--- config.mk ---
export PLATFORM = sky130hd
export DESIGN_NAME = centroid_mean_unit
export DESIGN_NICKNAME = d
export VERILOG_FILES = /design/src/rtl/centroid_mean_unit.sv
export SDC_FILE = /design/constraint.sdc
export NUM_CORES = 1
export LEC_CHECK = 0
export ABC_AREA = 1
export CORE_MARGIN = 3
export CORE_UTILIZATION = 40
export DETAILED_ROUTE_END_ITERATION = 7
export GPL_TIMING_DRIVEN = 1
export SYNTH_ARGS = -nofsm -noshare
export SYNTH_HDL_FRONTEND = slang
export SYNTH_SLANG_ARGS = --single-unit
--- constraint.sdc ---
create_clock -name clk -period 49.7 [get_ports clk]
set_clock_uncertainty 0.1 [all_clocks]
set_input_delay 9.94 -clock clk [delete_from_list [all_inputs] [get_ports clk]]
set_output_delay 9.94 -clock clk [all_outputs]
set_load 0.005 [all_outputs]
--- src/rtl/centroid_mean_unit.sv ---
// k-means centroid update: divides 7 signed coordinate sums by the point count,
// one coordinate per cycle through a shared divider. Define CENTROID_SATURATE_EN
// to clamp each quotient to the signed 13-bit range instead of truncating.
module centroid_mean_unit #(
  parameter int COORD_NUM        = 7,
  parameter int ACCUM_CORD_WIDTH = 22,
  parameter int CORDINATE_WIDTH  = 13,
  parameter int COUNT_WIDTH      = 10,
  parameter int ACCUM_WIDTH      = COORD_NUM * ACCUM_CORD_WIDTH,
  parameter int DATA_WIDTH       = COORD_NUM * CORDINATE_WIDTH
) (
  input  logic                   clk,
  input  logic                   rst_n,
  input  logic                   start,
  input  logic [ACCUM_WIDTH-1:0] accumulator,
  input  logic [COUNT_WIDTH-1:0] counter,
  output logic                   busy,
  output logic                   done,
  output logic                   zero_count,
  output logic [DATA_WIDTH-1:0]  new_centroid
);

  localparam int IDX_W = $clog2(COORD_NUM);

  typedef enum logic [1:0] {S_IDLE, S_CALC, S_FIN} state_t;

  state_t                 state_q, state_d;
  logic [IDX_W-1:0]       idx_q, idx_d;
  logic [ACCUM_WIDTH-1:0] acc_q, acc_d;
  logic [COUNT_WIDTH-1:0] cnt_q, cnt_d;
  logic [DATA_WIDTH-1:0]  cent_q, cent_d;
  logic                   done_q, done_d;
  logic                   zero_q, zero_d;

  logic signed [ACCUM_CORD_WIDTH-1:0] sum_sel;
  logic signed [ACCUM_CORD_WIDTH-1:0] den;
  logic signed [ACCUM_CORD_WIDTH-1:0] quo;
  logic        [CORDINATE_WIDTH-1:0]  coord;

`ifdef CENTROID_SATURATE_EN
  localparam logic signed [ACCUM_CORD_WIDTH-1:0] SAT_MAX = (ACCUM_CORD_WIDTH'(1) <<< (CORDINATE_WIDTH-1)) - 1;
  localparam logic signed [ACCUM_CORD_WIDTH-1:0] SAT_MIN = -(ACCUM_CORD_WIDTH'(1) <<< (CORDINATE_WIDTH-1));
`endif

  // Shared divider; a zero count is replaced by 1 so the unused quotient stays defined.
  always_comb begin
    sum_sel = '0;
    for (int unsigned k = 0; k < COORD_NUM; k++) begin
      if (idx_q == IDX_W'(k)) sum_sel = acc_q[k*ACCUM_CORD_WIDTH +: ACCUM_CORD_WIDTH];
    end
    den = (cnt_q == '0) ? ACCUM_CORD_WIDTH'(1) : ACCUM_CORD_WIDTH'(cnt_q);
    quo = sum_sel / den;
`ifdef CENTROID_SATURATE_EN
    if (quo > SAT_MAX)      coord = SAT_MAX[CORDINATE_WIDTH-1:0];
    else if (quo < SAT_MIN) coord = SAT_MIN[CORDINATE_WIDTH-1:0];
    else                    coord = quo[CORDINATE_WIDTH-1:0];
`else
    coord = quo[CORDINATE_WIDTH-1:0];
`endif
  end

  always_comb begin
    state_d = state_q;
    idx_d   = idx_q;
    acc_d   = acc_q;
    cnt_d   = cnt_q;
    cent_d  = cent_q;
    done_d  = 1'b0;
    zero_d  = zero_q;
    unique case (state_q)
      S_IDLE: begin
        if (start) begin
          acc_d   = accumulator;
          cnt_d   = counter;
          zero_d  = (counter == '0);
          idx_d   = '0;
          state_d = S_CALC;
        end
      end
      S_CALC: begin
        // Empty cluster: every field keeps its previous centroid value.
        if (cnt_q != '0) begin
          for (int unsigned k = 0; k < COORD_NUM; k++) begin
            if (idx_q == IDX_W'(k)) cent_d[k*CORDINATE_WIDTH +: CORDINATE_WIDTH] = coord;
          end
        end
        if (idx_q == IDX_W'(COORD_NUM - 1)) state_d = S_FIN;
        else                                idx_d   = idx_q + 1'b1;
      end
      S_FIN: begin
        done_d  = 1'b1;
        state_d = S_IDLE;
      end
      default: state_d = S_IDLE;
    endcase
  end

  always_ff @(posedge clk or negedge rst_n) begin
    if (!rst_n) begin
      state_q <= S_IDLE;
      idx_q   <= '0;
      acc_q   <= '0;
      cnt_q   <= '0;
      cent_q  <= '0;
      done_q  <= 1'b0;
      zero_q  <= 1'b0;
    end else begin
      state_q <= state_d;
      idx_q   <= idx_d;
      acc_q   <= acc_d;
      cnt_q   <= cnt_d;
      cent_q  <= cent_d;
      done_q  <= done_d;
      zero_q  <= zero_d;
    end
  end

  assign busy         = (state_q != S_IDLE);
  assign done         = done_q;
  assign zero_count   = zero_q;
  assign new_centroid = cent_q;

endmodule

==> out/qor.yml <==
rr_startpoint: "idx_q[1]$_DFFE_PN0P_"
core-area_sq_um: 56700
layout.cells.most_common_list: "sky130_fd_sc_hd__nand2_1 (1271), sky130_fd_sc_hd__inv_1 (314), sky130_fd_sc_hd__dfrtp_1 (261)"
worst_path_max_delay_cell: "sky130_fd_sc_hd__dfrtp_2"
setup_viol_count_final: 0
via_cell_ratio: 4.91
globalRouteTotalUtil_pct: 22.4
design.portCount: 261
grt_met2_use_pct: 37.4
fmax_mhz: 22.0
critical_path.reg2reg.endpoint: "new_centroid[90]$_DFFE_PN0P_"
cts.clk_slew.worst_paths_ns: 0.06
detailroute.via_count: 22000
min_from: "acc_q[63]$_DFFE_PN0P_"
dpl_cell_area_sq_um: 26400
critical_path.max_stage_delay_ns: 0.41
clock_sink_count: 262
finalMaxSlewViolations: 0
grt_pass1_vias: 20300
xor_and_xnor_area_share_after_synthesis_pct: 4.86
cts-buffers-inserted: 29
crit_path_start_kind: "flip-flop"
met3_capacity_usage_during_global_routing_pct: 2.93
syn2layout_area_growth_pct: 23.9
syn_area_per_cell_sq_um: 6.82
seq_area_frac_synth_pct: 28.4
dominantRegCellSynth: "sky130_fd_sc_hd__dfrtp_1"
drt_pass1_iterations: 5
antenna_found_initial: 0
required_ns: 50.07
synth_fa_ha_area_share_pct: 9.93
die_width_um: 246
tritoncts_clock_tree: "built"
detail_route.drc_violations: 0
use_met1_pct: 30.4
synth.net_count: 3733
outcome: "finished, final reports clean"
gate_count_after_technology_mapping: 3383
worst_hold_path.num_cells: 2
dieHeight_um: 246
headroom_to_the_max_slew_limit_pct: 32.4
grt_start_max_net_pins: 160
clockRootBuffer: "sky130_fd_sc_hd__clkbuf_16"
final_layout_size_suffix_gt1_share_pct: 13.9
finalHoldViolations: 0
synth_compound_area_share_pct: 11.0
endpoint_kind: "flip-flop"
hpwl_um: 53100
synth.yosys.warnings: 0
cts-hold-fix-buffers: 0
synth_simple_gate_area_share_pct: 36.7
buffer_ports.inserted: 260
post_route_setup_tns_ns: 0
synth_enable_flop_cells: 0
cts_htree_levels: 1
drtIter0Drc: 1292
synth.cell_area_sq_um: 23100
worst_ep_arrival_time_ns: 45.78
insertedDiodeCount: 0
synth_seq_cells: 262
num_rows: 87
cap_violations: 0
synth_top_family_by_area: "simple AND/OR/NAND/NOR gates"
async_reset_ff_share_pct: 100
gr-max-usage-layer: "met2"
stdcell_area_sq_um: 28600
synth_mux_area_share_pct: 0
fin_util_pct: 50.4
finalWeightedCongestion: 0.884
total_gr_overflow: 0
most_common_cell_after_layout_fill_and_taps_aside: "sky130_fd_sc_hd__nand2_1"
ff2ff_setup_slack_ns: 4.30
global_route_wire_length_before_repair_um: 110000
clk_path_buf_depth: 3
timing.hold.worst_endpoint: "acc_q[63]$_DFFE_PN0P_"
finalCriticalPeriod_ns: 45.40
route.antenna.remaining_nets: 0
clock_latency_ns: 0.59
crit_top_cell: "sky130_fd_sc_hd__nand2_1"
final_nets: 4044
hold_path_class: "flip-flop to flip-flop"
critical_path_peak_fanout: 14
finalCritPeriodShare_pct: 91.4
routed_wirelength_um: 69600
reg2regPathDepth: 335
die_area_sq_um: 60600
drt-wirelength-per-cell_um: 15.6
path_class: "flip-flop to flip-flop"
start_util_pct: 40.7
worst-slew-pin-transition_ns: 1.01
synthDistinctLibCells: 66
## worst max-delay path: cells and delay by family (launching register included)
family                   cells  cell delay [ns]
flip-flops                   1             0.41
adder cells (fa/ha/maj)     24             7.01
AND/OR/NAND/NOR            112            11.63
buffers and inverters       63             5.63
XOR/XNOR                     1             0.20
AO/OA/AOI/OAI              135            20.20
## registers in the layout (all words and copies together) (netlist names)
name / cells
acc_q: 154
new_centroid: 91
cnt_q: 10
idx_q: 3
state_q: 2
done: 1
zero_count: 1
## Yosys cell counts, types with 12 or more instances
cell type / n / area, sq um
sky130_fd_sc_hd__nor2_2: 31 / 194
sky130_fd_sc_hd__dfrtp_1: 262 / 6560
sky130_fd_sc_hd__inv_2: 16 / 60.1
sky130_fd_sc_hd__nand2_2: 71 / 444
sky130_fd_sc_hd__a21oi_1: 94 / 470
sky130_fd_sc_hd__nor2_1: 186 / 698
sky130_fd_sc_hd__a21o_1: 24 / 180
sky130_fd_sc_hd__xor2_1: 79 / 692
sky130_fd_sc_hd__ha_1: 183 / 2290
sky130_fd_sc_hd__nand3_1: 176 / 881
sky130_fd_sc_hd__nand2_4: 21 / 236
sky130_fd_sc_hd__o21ai_0: 219 / 1100
sky130_fd_sc_hd__o21ai_1: 34 / 170
sky130_fd_sc_hd__nand3_2: 28 / 280
sky130_fd_sc_hd__xnor2_1: 49 / 429
sky130_fd_sc_hd__nand2_1: 1276 / 4790
sky130_fd_sc_hd__nor2_4: 12 / 135
sky130_fd_sc_hd__buf_6: 15 / 169
sky130_fd_sc_hd__nand4_1: 37 / 231
sky130_fd_sc_hd__inv_1: 328 / 1230
sky130_fd_sc_hd__o21bai_1: 22 / 165
sky130_fd_sc_hd__nor3_1: 19 / 95.1
sky130_fd_sc_hd__clkbuf_8: 16 / 220
sky130_fd_sc_hd__clkbuf_1: 50 / 188
## how the worst max path moves through the flow
stage	startpoint	end	slack (ns)	depth (start not counted)
2_1_floorplan	idx_q[2]$_DFFE_PN0P_	new_centroid[12]$_DFFE_PN0P_	0.07	356
3_3_place_gp	idx_q[0]$_DFFE_PN0P_	new_centroid[30]$_DFFE_PN0P_	0.16	330
3_5_place_dp	idx_q[0]$_DFFE_PN0P_	new_centroid[90]$_DFFE_PN0P_	-1.14	334
4_1_cts	idx_q[0]$_DFFE_PN0P_	new_centroid[90]$_DFFE_PN0P_	0.03	341
5_1_grt	idx_q[0]$_DFFE_PN0P_	new_centroid[12]$_DFFE_PN0P_	-0.41	345
6_report	idx_q[1]$_DFFE_PN0P_	new_centroid[90]$_DFFE_PN0P_	4.30	335
## final cells by class
class	instances	area, sq um
Clock inverter	16	338
Multi-Input combinational cell	2667	15000
Inverter	352	1360
Clock buffer	38	830
Fill cell	5666	28100
Timing Repair Buffer	380	3540
Timing Repair inverter	2	12.5
Tap cell	756	946
Sequential cell	262	6560
## routing by layer
layer / share of wire [%] / wire [um]
met4: 3.1 / 2170
met2: 46 / 32400
met3: 4.2 / 2920
met5: 0 / 0
met1: 46 / 32200
## timing repair
action,CTS,global route
resized for setup,15,137
setup buffers,4,54
endpoints found under the setup margin,84,91
pin swaps,3,50
gates cloned,2,4
## through the flow
stage | cells | setup slack (ns) | hold slack, ns
3_5_place_dp | 4355 | -1.14 | 0.358
4_1_cts | 4415 | 0.0311 | 0.376
6_report | 4473 | 4.30 | 0.375
5_1_grt | 4473 | -0.410 | 0.389
3_3_place_gp | 4355 | 0.163 | 0.338
2_1_floorplan | 3383 | 0.0704 | 0.323
## cells by family (layout without fill, tap and decap cells)
| group | count (synthesis) | count (layout) |
|---|---|---|
| adder cells (fa/ha/maj) | 183 | 183 |
| AND/OR/NAND/NOR | 1903 | 1907 |
| AO/OA/AOI/OAI | 449 | 449 |
| buffers and inverters | 458 | 788 |
| flip-flops | 262 | 262 |
| XOR/XNOR | 128 | 128 |
Power is not shown: default switching activity piles up to over one toggle a cycle in this logic, so the estimate is an artifact.
